--- src/rtl/serial_parity_pkg.sv ---
// ============================================================================
//  Module      : serial_parity_pkg
//  Description : Shared receive-FSM state encoding and parity-mode constants.
//  Revision    : 1.0 - initial release
// ============================================================================
`default_nettype none

package serial_parity_pkg;

  typedef enum logic [1:0] {
    ST_IDLE   = 2'd0,
    ST_DATA   = 2'd1,
    ST_PARITY = 2'd2,
    ST_STOP   = 2'd3
  } state_e;

  localparam int unsigned PARITY_MODE_EVEN = 0;
  localparam int unsigned PARITY_MODE_ODD  = 1;

  // Counter must be able to hold DATA_W itself so it never wraps mid-frame.
  function automatic int unsigned cnt_width(input int unsigned w);
    return $clog2(w + 1);
  endfunction

endpackage

`default_nettype wire

--- src/rtl/parity_acc.sv ---
// ============================================================================
//  Module      : parity_acc
//  Description : Running XOR parity bit with clear and enable.
//  Revision    : 1.0 - initial release
// ============================================================================
`default_nettype none

module parity_acc (
  input  logic clk,
  input  logic rst,
  input  logic clr_i,
  input  logic en_i,
  input  logic bit_i,
  output logic acc_o
);

  logic acc_q;

  // Clear wins over enable so a start bit always opens a fresh accumulation.
  always_ff @(posedge clk) begin
    if (rst) begin
      acc_q <= 1'b0;
    end else if (clr_i) begin
      acc_q <= 1'b0;
    end else if (en_i) begin
      acc_q <= acc_q ^ bit_i;
    end
  end

  assign acc_o = acc_q;

endmodule

`default_nettype wire

--- src/rtl/serial_parity_rx.sv ---
// ============================================================================
//  Module      : serial_parity_rx
//  Description : Strobed serial receiver: start, DATA_W bits LSB first, parity, stop.
//  Revision    : 1.0 - initial release
// ============================================================================
`default_nettype none

module serial_parity_rx
  import serial_parity_pkg::*;
#(
  parameter int unsigned DATA_W     = 8,
  parameter int unsigned PARITY_ODD = PARITY_MODE_EVEN
) (
  input  logic              clk,
  input  logic              rst,
  input  logic              bit_in,
  input  logic              bit_valid,
  output logic [DATA_W-1:0] data_out,
  output logic              data_valid,
  output logic              parity_err,
  output logic              frame_err,
  output logic              busy
);

  localparam int unsigned          c_CNT_W = cnt_width(DATA_W);
  localparam logic [c_CNT_W-1:0]   c_LAST  = c_CNT_W'(DATA_W - 1);
  localparam logic                 c_ODD   = (PARITY_ODD != 0);

  state_e              state_q, state_d;
  logic [c_CNT_W-1:0]  cnt_q, cnt_d;
  logic [DATA_W-1:0]   shift_q, shift_d;
  logic                perr_pend_q, perr_pend_d;
  logic [DATA_W-1:0]   dout_q, dout_d;
  logic                dvalid_q, dvalid_d;
  logic                perr_q, perr_d;
  logic                ferr_q, ferr_d;

  logic                w_acc;
  logic                w_acc_clr;
  logic                w_acc_en;

  parity_acc u_parity_acc (
    .clk   (clk),
    .rst   (rst),
    .clr_i (w_acc_clr),
    .en_i  (w_acc_en),
    .bit_i (bit_in),
    .acc_o (w_acc)
  );

  always_comb begin
    state_d     = state_q;
    cnt_d       = cnt_q;
    shift_d     = shift_q;
    perr_pend_d = perr_pend_q;
    dout_d      = dout_q;
    dvalid_d    = 1'b0;
    perr_d      = perr_q;
    ferr_d      = ferr_q;
    w_acc_clr   = 1'b0;
    w_acc_en    = 1'b0;

    if (bit_valid) begin
      case (state_q)
        ST_IDLE: begin
          if (!bit_in) begin
            state_d   = ST_DATA;
            cnt_d     = '0;
            w_acc_clr = 1'b1;
          end
        end
        ST_DATA: begin
          for (int unsigned i = 0; i < DATA_W; i++) begin
            if (cnt_q == c_CNT_W'(i)) begin
              shift_d[i] = bit_in;
            end
          end
          w_acc_en = 1'b1;
          cnt_d    = cnt_q + c_CNT_W'(1);
          if (cnt_q == c_LAST) begin
            state_d = ST_PARITY;
          end
        end
        ST_PARITY: begin
          // Held until the stop bit so all status outputs update together.
          perr_pend_d = w_acc ^ bit_in ^ c_ODD;
          state_d     = ST_STOP;
        end
        ST_STOP: begin
          dout_d   = shift_q;
          perr_d   = perr_pend_q;
          ferr_d   = ~bit_in;
          dvalid_d = 1'b1;
          state_d  = ST_IDLE;
        end
        default: begin
          state_d = ST_IDLE;
        end
      endcase
    end
  end

  always_ff @(posedge clk) begin
    if (rst) begin
      state_q     <= ST_IDLE;
      cnt_q       <= '0;
      shift_q     <= '0;
      perr_pend_q <= 1'b0;
      dout_q      <= '0;
      dvalid_q    <= 1'b0;
      perr_q      <= 1'b0;
      ferr_q      <= 1'b0;
    end else begin
      state_q     <= state_d;
      cnt_q       <= cnt_d;
      shift_q     <= shift_d;
      perr_pend_q <= perr_pend_d;
      dout_q      <= dout_d;
      dvalid_q    <= dvalid_d;
      perr_q      <= perr_d;
      ferr_q      <= ferr_d;
    end
  end

  assign data_out   = dout_q;
  assign data_valid = dvalid_q;
  assign parity_err = perr_q;
  assign frame_err  = ferr_q;
  assign busy       = (state_q != ST_IDLE);

endmodule

`default_nettype wire

--- config.mk ---
export PLATFORM = sky130hd
export DESIGN_NAME = serial_parity_rx
export DESIGN_NICKNAME = d
export VERILOG_FILES = /design/src/rtl/serial_parity_pkg.sv /design/src/rtl/parity_acc.sv /design/src/rtl/serial_parity_rx.sv
export SDC_FILE = /design/constraint.sdc
export NUM_CORES = 1
export LEC_CHECK = 0
export BUFFER_PORTS_ARGS = -buffer_cell sky130_fd_sc_hd__buf_2
export CORE_MARGIN = 5
export CORE_UTILIZATION = 29
export CTS_CLUSTER_SIZE = 28
export DETAILED_ROUTE_END_ITERATION = 10
export PLACE_DENSITY = 0.5
export SETUP_SLACK_MARGIN = 0.5
export SLEW_MARGIN = 5
export SYNTH_ARGS = -nofsm -noshare
export SYNTH_HDL_FRONTEND = slang
export SYNTH_SLANG_ARGS = --single-unit
--- constraint.sdc ---
create_clock -name clk -period 2.08 [get_ports clk]
set_clock_uncertainty 0.2 [all_clocks]
set_input_delay 0.416 -clock clk [delete_from_list [all_inputs] [get_ports clk]]
set_output_delay 0.416 -clock clk [all_outputs]
set_load 0.01 [all_outputs]
# After elaboration in Yosys (flattened, before gate mapping)
# Cells that the tools add are included.
dict set report classes {
  add_sub_neg 1
  multipliers 0
  div_mod_pow 0
  magnitude_cmp 0
  n_eq_ne 12
  n_shift 0
  mux 11
  bitwise 3
  reduce_logical 18
}
# operator count
set ops {}
lappend ops {{$reduce_and 3->1} 10}
lappend ops {{$eq 4x3->1 const B} 4}
lappend ops {{$eq 4x2->1 const B} 2}
lappend ops {{$pmux 2 s4} 1}
lappend ops {{$pmux 4 s2} 1}
lappend ops {{$mux 1} 6}
lappend ops {{$add 4x1->4 const B} 1}
lappend ops {{$eq 2x2->1 const B} 2}
lappend ops {{$eq 4x1->1 const B} 1}
lappend ops {{$logic_not 4->1} 1}
lappend ops {{$mux 2} 2}
lappend ops {{$mux 4} 1}
lappend ops {{$ne 2x2->1 const B} 2}
lappend ops {{$reduce_and 2->1} 2}
lappend ops {{$reduce_bool 2->1} 2}
lappend ops {{$reduce_or 2->1} 2}
lappend ops {{$eq 2x1->1 const B} 1}
lappend ops {{$logic_not 2->1} 1}
lappend ops {{$not 1->1} 2}
lappend ops {{$xor 1x1->1} 1}
dict set report totals {
  reg_bits 27
  latch_bits 0
  ramBits 0
  rom_bits 0
  in_bits 4
  out_inout_bits 12
  n_memories 0
}

# Longest topological paths before layout
dict set report logic_depth {
  ltp_word 4
  ltp_mapped 8
  ltp_nobuf 6
}

# Modules after synthesis
# From an unflattened synthesis, not the netlist that was laid out.
dict set report hier_totals {
  cells_unflattened 150
  hier_area_um2 1293.7
}
# mod instances cells_each area_per_inst_um2 seq_area_each_um2
set by_module_without_submodules {}
lappend by_module_without_submodules {serial_parity_rx 1 146 1243.7 520.5}
lappend by_module_without_submodules {parity_acc 1 4 50.0 20.0}

# Least setup slack after synthesis
# OpenSTA, ideal clock, no wires.
dict set report synth_timing {
  kind {register to register}
  from {register state_q[0]}
  to {register state_q[1]}
  setup_ps 128
  t_arrival_ps 1298
  t_required_ps 1752
  path_slack_ps 455
  path_stages_with_launch 7
  n_path_buf 0
  synth_period_minus_slack_ps 1625
  cell_sequence {dfxtp_1 -> inv_1 -> ha_1 -> a21boi_2 -> a21boi_2 -> mux2i_1 -> nor2_1}
}
dict set report synth_between {
  elab_chain_cells 3
}
# item line
set synth_rtl {}
lappend synth_rtl {{start: declaration} serial_parity_rx.sv:29} ;# state_e state_q, state_d;
lappend synth_rtl {{start signal: assignment} serial_parity_rx.sv:114} ;# state_q <= state_d;
lappend synth_rtl {{$eq 2x1->1 or $logic_not 2->1 (tied branches)} serial_parity_rx.sv:64} ;# case (state_q)
lappend synth_rtl {{$ne 2x2->1 (no line)} -}
lappend synth_rtl {{$reduce_and 3->1 (no line)} -}
# Parallel ways exist; a longest one is shown, timed or not.
# A chain may end at the register's enable or synchronous reset.

# Worst setup path after layout
dict set report layout_timing {
  from {register state_q[0]}
  to {output busy}
}
dict set report layout_between {
  elab_chain_cells 1
}
# item line
set layout_rtl {}
lappend layout_rtl {{$reduce_bool 2->1} serial_parity_rx.sv:129} ;# assign busy = (state_q != ST_IDLE);
lappend layout_rtl {{end: declaration} serial_parity_rx.sv:22} ;# output logic busy
# No other way between the ends.

==> results.ini <==
[setup_path]
critical_path.max_stage_delay_ns=0.37
startpoint_type=flip-flop
critPathSlowestCell=dfxtp_4
worst_ep_required_time_ns=1.46
crit_start=state_q[0]$_SDFFE_PP0P_
worst-path-buf-inv=3
worst-path-max-fanout=5
r2r_start=state_q[0]$_SDFFE_PP0P_
worstPathArrival_ns=1.02
crit_type=reg2out
critPathTopFamily=flip-flops
end_kind=output pin
crit_chain=inv_4, ha_4, inv_2, buf_6

[cts]
path_clk_slew_ns=0.10
cts_tree=done
htreeDepth=1
cts.sinks=27
cts_buffer_depth=2
cts_root_buf=clkbuf_8
numCtsBuffers=3
hold_buffers=0
worstSkewPairLatency_ns=0.28

[worst_hold_path]
worstHoldStart=data_out[2]$_SDFFE_PP0P_
min-delay-path-class=reg2reg

[route]
antenna_left=0
wl_per_cell_um=11.6
drtPass1Iterations=4
vias=1032
drc=0
dr_wl_met3_um=130
drt_iter0_markers=40
vias_per_cell=4.76
highest_layer=met4
wl_met2_mm=1.12
drt-met1-wl_mm=1.21
routed_wl_mm=2.52

[floorplanning]
start_util=0.293
die_area_sq_mm=0.00575
fp-row-count=24
io_pins=16
core-area_sq_mm=0.00429
die_h_um=75.9
die-width_um=75.9

[power_and_ir_drop]
ir_drop_v=0.000251
netSwitchingPower_mw=0.266
p_per_area_mw_per_mm2=637
p_leak_nw=0.559
clkPwrFrac=0.319
p_seq_frac=0.536
p_comb_frac=0.145
power_mw=0.996
switching_share=0.267
intPower_mw=0.730

[grt]
grt_max_degree=27
grt_usage=0.0925
grt_pass1_wl_mm=4.08
overflow=0
grt_pass1_vias=886
antenna_found_initial=0

[logic_synthesis]
syn_nets=162
synthesis.area_sq_mm=0.00126
yosysSeqAreaShare=0.430
syn_area_per_cell_sq_um=8.44
ys_warn_count=0
ys_ff_latch=27
synthCells=149
ys_types=32

[placed_design]
routabilityCongestion=0.695
preCtsSetupSlack_ns=0.305
dp_hpwl_mm=1.74
portBuffers=15

[timing]
hold_violations=0
tns_ns=0
clock.fmax_ghz=0.612
finalCritPeriodShare=0.786
slew_violations=0
period_minus_slack_ns=1.63
tightest_slew_ns=0.533
worst_slack_ns=0.446
setup_violations=0
relSlewSlack=0.644
rsz0062_at_grt=true

[finish]
layout_common_cells=nand2_1, dfxtp_1, a21oi_1
diodes=0
synthToLayoutAreaGrowth_pct=24.3
layout_commonest_cell=nand2_1
fillers=442
final_nets=179
drive_above_1_share=0.352

[outcome]
status=finished, final reports clean

[job]
maxCapViolations=0

-- power groups by stage --
| stage | Sequential (mW) | Combinational, mW | Clock [mW] |
|---|---|---|---|
| 6_report | 0.534 | 0.144 | 0.318 |
| 5_1_grt | 0.535 | 0.159 | 0.335 |
| 4_1_cts | 0.532 | 0.125 | 0.323 |
| 3_5_place_dp | 0.543 | 0.102 | 0 |
| 3_3_place_gp | 0.543 | 0.0990 | 0 |
| 2_1_floorplan | 0.542 | 0.0834 | 0 |
-- cells in the mapped netlist (all sizes together) --
cell    number  area [sq um]
a211oi       2          20.0
a21boi       2          22.5
a21oi       19          95.1
a22oi        1          7.51
a311oi       1          8.76
a31o         1          8.76
a32oi        1          8.76
and2         1          6.26
and2b        2          17.5
and3         1          6.26
and4b        1          10.0
and4bb       1          12.5
buf          6          40.0
clkbuf       3          11.3
dfxtp       27           541
ha           9           113
inv          6          22.5
mux2i        2          20.0
nand2       37           139
nand3        9          45.0
nand3b       1          7.51
nor2         9          33.8
o211ai       2          25.0
o21ai        2          10.0
xnor2        1          8.76
xor2         2          17.5
-- layer usage --
metal  GRT usage  up-vias
met5           0        -
met4      0.0583        0
met3      0.0132        4
met2       0.139       23
met1       0.124      471
li1            -      534
-- cell families (layout without fill, tap and decap cells) --
family                   Yosys count  in the layout  share of synthesized area
AO/OA/AOI/OAI                     31             31                      0.164
XOR/XNOR                           3              3                     0.0209
adder cells (fa/ha/maj)            9              9                     0.0896
buffers and inverters             15             31                     0.0587
flip-flops                        27             27                      0.430
multiplexers                       2              2                     0.0159
AND/OR/NAND/NOR                   62             62                      0.221
-- worst reg2reg max path: stages (launching register included) --
cell and delay [ns]:
dfxtp_4 0.37, buf_6 0.12, ha_4 0.18, and2b_2 0.23, o211ai_2 0.15, xor2_1 0.16, nor2_1 0.05
-- layout make-up --
class / count / area (sq um) / area share
Tap cell: 52 / 65.1 / 0.0416
Clock buffer: 3 / 41.3 / 0.0264
Clock inverter: 1 / 7.51 / 0.00480
Timing Repair Buffer: 21 / 130 / 0.0833
Multi-Input combinational cell: 107 / 743 / 0.476
Sequential cell: 27 / 548 / 0.351
Inverter: 6 / 27.5 / 0.0176
-- timing repair --
| item | in CTS | in global routing |
|---|---|---|
| resized for setup | 12 | 24 |
| setup endpoints to repair | 15 | 25 |
| pin swaps | 2 | 5 |
| setup buffers | 4 | 2 |
-- worst paths after layout --
kind                                                 end  slack [ns]  cells after the start
worst max-delay path                                busy        0.45                      4
worst min-delay path            data_out[2]$_SDFFE_PP0P_        0.26                      2
worst min register to register  data_out[2]$_SDFFE_PP0P_        0.26                      2
worst max register to register     cnt_q[3]$_SDFFE_PP0P_        0.52                      6
-- flip-flops by register name, summed over array words and instances, names as in the netlist --
name	cells
cnt_q	4
data_out	8
data_valid	1
frame_err	1
parity_err	1
perr_pend_q	1
shift_q	8
state_q	2
u_parity_acc.acc_o	1
-- stage by stage --
step           std cells  hold WS (ns)   util  instance area, sq um
4_1_cts              215         0.258  0.342                  1470
3_5_place_dp         207         0.244  0.316                  1360
3_3_place_gp         207         0.240  0.316                  1360
5_1_grt              217         0.270  0.364                  1560
6_report             217         0.256  0.364                  1560
2_1_floorplan        149         0.232      -                  1270
No activity file was read; power rests on OpenSTA's default activity.
